--- config.mk ---
export PLATFORM = sky130hd
export DESIGN_NAME = rob_nport
export DESIGN_NICKNAME = d
export VERILOG_FILES = /design/src/rtl/rob_nport.sv
export SDC_FILE = /design/constraint.sdc
export NUM_CORES = 2
export LEC_CHECK = 0
export CAP_MARGIN = 20
export CORE_ASPECT_RATIO = 1.1
export CORE_MARGIN = 1.5
export CORE_UTILIZATION = 30
export CTS_BUF_LIST = sky130_fd_sc_hd__clkbuf_8
export DETAILED_ROUTE_END_ITERATION = 7
export GPL_ROUTABILITY_DRIVEN = 0
export PLACE_DENSITY_LB_ADDON = 0.3
export SLEW_MARGIN = 10
export SYNTH_ARGS = -nofsm -noshare
export SYNTH_HDL_FRONTEND = slang
export SYNTH_SLANG_ARGS = --single-unit
--- constraint.sdc ---
create_clock -name clk -period 50.6 [get_ports clk]
set_input_delay 15.18 -clock clk [delete_from_list [all_inputs] [get_ports clk]]
set_output_delay 15.18 -clock clk [all_outputs]
set_load 0.1 [all_outputs]
--- src/rtl/rob_nport.sv ---
// rob_nport: reorder buffer with N_CDB result-bus snoop ports, in-order
// allocation and retirement, combinational operand lookup with CDB bypass,
// and a single-cycle flush for branch mispredict recovery.
module rob_nport #(
    parameter int ROB_WIDTH  = 4,
    parameter int REG_WIDTH  = 5,
    parameter int DATA_WIDTH = 32,
    parameter int N_CDB      = 2
) (
    input  logic                        clk,
    input  logic                        reset,
    input  logic                        flush,
    input  logic                        alloc_valid,
    input  logic [REG_WIDTH-1:0]        alloc_arch_num,
    output logic                        alloc_ready,
    output logic [ROB_WIDTH-1:0]        alloc_tag,
    input  logic [N_CDB-1:0]            cdb_valid,
    input  logic [N_CDB*ROB_WIDTH-1:0]  cdb_tag,
    input  logic [N_CDB*DATA_WIDTH-1:0] cdb_data,
    output logic                        commit_valid,
    input  logic                        commit_ready,
    output logic [REG_WIDTH-1:0]        commit_arch_num,
    output logic [DATA_WIDTH-1:0]       commit_data,
    input  logic [ROB_WIDTH-1:0]        read_tag,
    output logic                        read_valid,
    output logic [DATA_WIDTH-1:0]       read_data,
    output logic [ROB_WIDTH:0]          count
);

    localparam int DEPTH = 1 << ROB_WIDTH;
    localparam logic [ROB_WIDTH:0] PTR_ONE  = (ROB_WIDTH+1)'(1);
    localparam logic [ROB_WIDTH:0] FULL_CNT = (ROB_WIDTH+1)'(DEPTH);

    // Pointers carry an extra wrap bit so full and empty are distinguishable.
    logic [ROB_WIDTH:0]      head_q, head_d;
    logic [ROB_WIDTH:0]      tail_q, tail_d;
    logic [DEPTH-1:0]        valid_q, valid_d;
    logic [REG_WIDTH-1:0]    arch_q [DEPTH];
    logic [REG_WIDTH-1:0]    arch_d [DEPTH];
    logic [DATA_WIDTH-1:0]   data_q [DEPTH];
    logic [DATA_WIDTH-1:0]   data_d [DEPTH];

    logic [ROB_WIDTH-1:0]    head_idx;
    logic [ROB_WIDTH-1:0]    tail_idx;
    logic [ROB_WIDTH:0]      count_w;
    logic                    alloc_fire;
    logic                    commit_fire;

    logic [ROB_WIDTH-1:0]    cdb_tag_w  [N_CDB];
    logic [DATA_WIDTH-1:0]   cdb_data_w [N_CDB];
    logic [ROB_WIDTH-1:0]    cdb_off    [N_CDB];
    logic [N_CDB-1:0]        cdb_hit;

    assign head_idx = head_q[ROB_WIDTH-1:0];
    assign tail_idx = tail_q[ROB_WIDTH-1:0];
    assign count_w  = tail_q - head_q;
    assign count    = count_w;

    // Allocation depends on registered occupancy only: a full buffer never
    // accepts in the same cycle that it retires.
    assign alloc_ready = (count_w != FULL_CNT);
    assign alloc_tag   = tail_idx;
    assign alloc_fire  = alloc_valid && alloc_ready;

    assign commit_valid    = (count_w != '0) && valid_q[head_idx];
    assign commit_arch_num = arch_q[head_idx];
    assign commit_data     = data_q[head_idx];
    assign commit_fire     = commit_valid && commit_ready && !flush;

    // Unpack CDB ports; a tag hits only if its distance from head lies
    // inside the occupied window, which handles pointer wrap naturally.
    for (genvar g = 0; g < N_CDB; g++) begin : g_cdb
        assign cdb_tag_w[g]  = cdb_tag[g*ROB_WIDTH +: ROB_WIDTH];
        assign cdb_data_w[g] = cdb_data[g*DATA_WIDTH +: DATA_WIDTH];
        assign cdb_off[g]    = cdb_tag_w[g] - head_idx;
        assign cdb_hit[g]    = cdb_valid[g] && ({1'b0, cdb_off[g]} < count_w);
    end

    // Operand lookup with same-cycle CDB bypass; later ports override earlier.
    always_comb begin
        read_valid = valid_q[read_tag];
        read_data  = data_q[read_tag];
        for (int i = 0; i < N_CDB; i++) begin
            if (cdb_valid[i] && (cdb_tag_w[i] == read_tag)) begin
                read_valid = 1'b1;
                read_data  = cdb_data_w[i];
            end
        end
    end

    // Next-state: flush discards everything, otherwise CDB writes, then
    // allocation at the tail, then retirement at the head.
    always_comb begin
        head_d  = head_q;
        tail_d  = tail_q;
        valid_d = valid_q;
        arch_d  = arch_q;
        data_d  = data_q;
        if (flush) begin
            head_d  = '0;
            tail_d  = '0;
            valid_d = '0;
        end else begin
            for (int i = 0; i < N_CDB; i++) begin
                if (cdb_hit[i]) begin
                    data_d[cdb_tag_w[i]]  = cdb_data_w[i];
                    valid_d[cdb_tag_w[i]] = 1'b1;
                end
            end
            if (alloc_fire) begin
                arch_d[tail_idx]  = alloc_arch_num;
                valid_d[tail_idx] = 1'b0;
                tail_d            = tail_q + PTR_ONE;
            end
            if (commit_fire) begin
                head_d = head_q + PTR_ONE;
            end
        end
    end

    // State registers with asynchronous clear.
    always_ff @(posedge clk or posedge reset) begin
        if (reset) begin
            head_q  <= '0;
            tail_q  <= '0;
            valid_q <= '0;
            arch_q  <= '{default: '0};
            data_q  <= '{default: '0};
        end else begin
            head_q  <= head_d;
            tail_q  <= tail_d;
            valid_q <= valid_d;
            arch_q  <= arch_d;
            data_q  <= data_d;
        end
    end

endmodule

# Word level (Yosys, flattened, before mapping)
# Cells that the tools add are included.
[totals]
register_bits = 618
out_inout_bits = 81
wordCells = 135
[op_classes]
addsub = 5
n_lt_le_gt_ge = 18
n_mux = 45
bitwise = 10
reduce_logical = 19
eq_ne = 3
[ops]
columns = ["cell", "count"]
rows = [
  ["$mux 512", 3],
  ["$bwmux 512", 2],
  ["$bmux 32 s4", 2],
  ["$demux 32 s4", 2],
  ["$mux 32", 8],
  ["$mux 16", 6],
  ["$bwmux 80", 1],
  ["$mux 5", 7],
  ["$or 16x16->16", 2],
  ["$ge 5x5->1 const B", 5],
  ["$lt 4x5->1 const B", 5],
  ["$not 4->5", 5],
  ["$bmux 5 s4", 1],
  ["$demux 5 s4", 1],
  ["$and 16x16->16", 1],
  ["$not 16->16", 1],
  ["$lt 5x1->1 const B", 3],
  ["$logic_and 1x1->1", 14],
  ["$demux 1 s4", 3],
  ["$ge 4x1->1 const B", 3],
  ["$add 5x1->5 const B", 2],
  ["$lt 4x5->1", 2],
  ["$bmux 1 s4", 2],
  ["$eq 4x4->1", 2],
  ["other kinds (9)", 17],
]

# Depth between registers and ports, before layout
[depth]
word_depth = 13
ltp_mapped = 16
depth_no_buf = 12

# Worst setup path before layout
# No wires, ideal clock.
[synth_path]
path_type = "input port to output port"
from = "in read_tag[0]"
to = "out read_data[10]"
t_arrival_ps = 19170
path_slack_ps = 16250
path_stages = 8
required_time_ps = 35420
path_cell_list = "clkbuf_1 > clkbuf_1 > buf_2 > xor2_1 > nor4_2 > buf_2 > mux2i_1 > o21ai_0"
[synth_via]
elab_chain_len = 6
elab_cells_between_ends = 10
cone_classes = "2 x eq/ne; 5 x mux; 1 x bitwise; 2 x reduce/logical"
[synth_rtl]
columns = ["element", "line_no", "text"]
rows = [
  ["from (decl)", "24", "input logic [ROB_WIDTH-1:0] read_tag,"],
  ["$not 4->5 (not written as such)", "82", "read_data = data_q[read_tag];"],
  ["$bmux 32 s4", "82", ""],
  ["$mux 32 (not written as such) (2 in a row)", "82", ""],
  ["$mux 32", "84", "if (cdb_valid[i] && (cdb_tag_w[i] == read_tag)) begin"],
  ["$mux 32 (*)", "84", ""],
  ["to (decl)", "26", "output logic [DATA_WIDTH-1:0] read_data,"],
]
# Every way passes the cells marked *; elsewhere a longest branch is shown, timed or not. The select of a mux whose other input is x is not followed.

# Final worst setup path
[layout_path]
from = "in read_tag[3]"
to = "out read_data[29]"
# The elaborated chain is that of the path after synthesis.

==> run summary <==
ports placed on the boundary: 169
NumNets Final: 3574
Yosys reg bits: 618
Pint: 0.00121 W
status: finished clean
post-synthesis cell area: 0.0405 mm^2
die area: 0.137 mm^2
Gate power share: 33.9%
critical path cell sequence: buf_2, buf_4, xor2_1, nor4_4, buf_4, mux2i_1, o21ai_0, clkdlybuf4s50_1
DR vias/cell: 6.81
CTS Root Cell: clkbuf_8
CTS Hold Bufs: 0
post-synthesis sequential area ratio: 38.2%
top_reg_cell synth: dfrtp_1
drc violations: 0
clk sinks: 618
Max Cap Viol: 0
CP required: 35.42 ns
part of the power in registers: 39.5%
vias in the first global route: 35915
most used cell, CP: buf_4
floorplan core area: 0.134 mm^2
htree depth: 3
Clock Skews: 0.0305 ns
Slew @ Worst Pin: 1.18 ns
ys async rst share: 100%
IO buf count: 168
share of cells above drive strength 1: 21.6%
Crit. End Element: output port
routed length per instance: 34.8 um
fmax: 28.7 MHz
Synth Instances: 3635
worst vdd ir: 0.0357 mV
P per Cell Area: 42.3 mW/mm^2
crit-path max FO: 35
Worst-Skew Late Latency: 0.84 ns
net switching power: 0.000712 W
commonest non-fill, non-tap cells in the layout: dfrtp_1, o22a_1, nor3_1
TritonCTS Buffers: 110
crit path launch type: primary input
1st-pass router iterations: 7
dpl hpwl: 96.8 mm
clock share of power: 26.6%
period utilization: 68.7%
post-CTS setup buffer count: 0
via count: 36463
EDFF count, synth: 0
die width: 353 um
GRT Residual Overflow: 0
WL final: 186 mm
Mean Syn Cell Area: 11.2 um^2
crit path DAT: 19.60 ns
# rows: 141
Final Slew Violations: 0
Synth cell types: 70
GRT Total Usage: 26.4%
Syn Nets: 3743
CTS tree: built
Leakage Power: 16.4 nW
HP Class: reg -> reg
global-route wire length before repair: 265 mm
commonest non-fill, non-tap cell in the layout: dfrtp_1
CP max-delay cell: clkdlybuf4s50_1
Crit Path Category: in -> out
Slowest Stage Delay on Critical Path: 1.29 ns
largest net degree at the start of global routing: 207
Starting Density: 30.2%
final setup violation count: 0
final worst path period need: 34.78 ns
Max transition margin: 21.5%
clock transition at the registers of the reported paths: 0.06 ns
height of the die: 389 um
setup TNS: 0 ns
P&R area growth vs syn: 12.0%
Antenna Violating Nets Remaining: 0
switching share of total power: 37.1%
final hold viol count: 0
YS warnings: 0
cts repair resizes: 0
DR iter-0 viols: 4813
initial antenna violation count: 25
RSZ-0062 raised after global routing: false
Core Util, Final: 33.8%
CTS max path bufs: 3
-- sequential cells by signal, summed over array words and instances, names as in the netlist --
signal	flops
arch_q	80
data_q	512
head_q	5
tail_q	5
valid_q	16
-- kinds of logic after synthesis --
family / after synthesis / synth area share, %
multiplexers: 467 / 22.7
AO/OA/AOI/OAI: 1102 / 21.4
adder cells (fa/ha/maj): 23 / 0.756
flip-flops: 618 / 38.2
AND/OR/NAND/NOR: 803 / 9.83
XOR/XNOR: 25 / 0.587
buffers and inverters: 597 / 6.54
-- through the flow --
| step | total power, W | std cells | instance area [um^2] | worst slack (ns) | hold slack [ns] |
|---|---|---|---|---|---|
| after floorplan | 0.00124 | 3635 | 40500 | 16.25 | 0.459 |
| after global placement | 0.00140 | 5141 | 43100 | 16.02 | 0.470 |
| after detailed placement | 0.00141 | 5141 | 43100 | 16.01 | 0.478 |
| after CTS | 0.00192 | 5341 | 45400 | 16.01 | 0.491 |
| after global routing | 0.00199 | 5353 | 45400 | 15.83 | 0.501 |
| final | 0.00192 | 5353 | 45400 | 15.82 | 0.487 |
-- power by group through the flow --
stage,Clock [W],Sequential [W],Combinational (W)
global placement,0,0.000756,0.000641
floorplan,0,0.000715,0.000521
detailed placement,0,0.000761,0.000650
finish,0.000510,0.000758,0.000651
global route,0.000534,0.000774,0.000680
CTS,0.000513,0.000753,0.000651
-- critical path, delay by kind of cell --
kind | cells | cell delay, ns
buffers and inverters | 4 | 2.90
AOI/OAI and AO/OA | 1 | 0.76
and+or+nand+nor | 1 | 0.32
xor gates and xnor gates | 1 | 0.23
muxes | 1 | 0.16
-- cells in the mapped netlist (10+ instances only) --
cell type | number | area, um^2
dfrtp_1 | 618 | 15500
o22a_1 | 479 | 4200
nor3_1 | 419 | 2100
a31oi_1 | 418 | 2620
mux4_2 | 355 | 8000
clkbuf_1 | 320 | 1200
nor2_1 | 162 | 608
buf_2 | 128 | 641
nand3_1 | 72 | 360
mux2_2 | 65 | 732
o41a_1 | 63 | 709
nand2_1 | 55 | 206
inv_1 | 52 | 195
buf_1 | 42 | 158
and2_1 | 40 | 250
buf_4 | 38 | 285
o21ai_0 | 35 | 175
a221o_1 | 32 | 320
mux2i_1 | 32 | 320
a211oi_1 | 21 | 158
ha_1 | 17 | 213
mux2_1 | 15 | 169
buf_6 | 14 | 158
xor2_1 | 14 | 123
nand2b_1 | 13 | 81.3
nand2_4 | 12 | 135
a21oi_1 | 10 | 50.1
xnor2_1 | 10 | 87.6
-- path summary, 6_finish.rpt --
path,startpoint,end,slack [ns],cells after the start
setup / recovery,read_tag[3],read_data[29],15.82,8
max in group asynchronous,reset,data_q[110],32.78,5
hold reg to reg,arch_q[45],arch_q[45],0.49,1
setup reg to reg,head_q[1],data_q[38],43.62,12
hold / removal,arch_q[45],arch_q[45],0.49,1
min in group asynchronous,reset,arch_q[74],14.95,2
-- layer usage --
layer / vias to the layer above / global-route usage (%) / part of all wire, %
met5: - / 0 / 0.099
met4: 30 / 15.4 / 6.5
met3: 764 / 7.46 / 12
met2: 2812 / 40.9 / 45
met1: 18643 / 32.9 / 36
li1: 14214 / - / -
-- area by class of cell --
type,count,area (um^2)
flip-flops and latches,618,15500
clock inverters,53,300
diodes,12,30.0
fillers,13293,88800
clock buffers,147,2020
inverters,55,216
multi-input cells,2420,22700
repair buffers,261,2430
well taps,1787,2240
(Power assumes the default switching activity.)
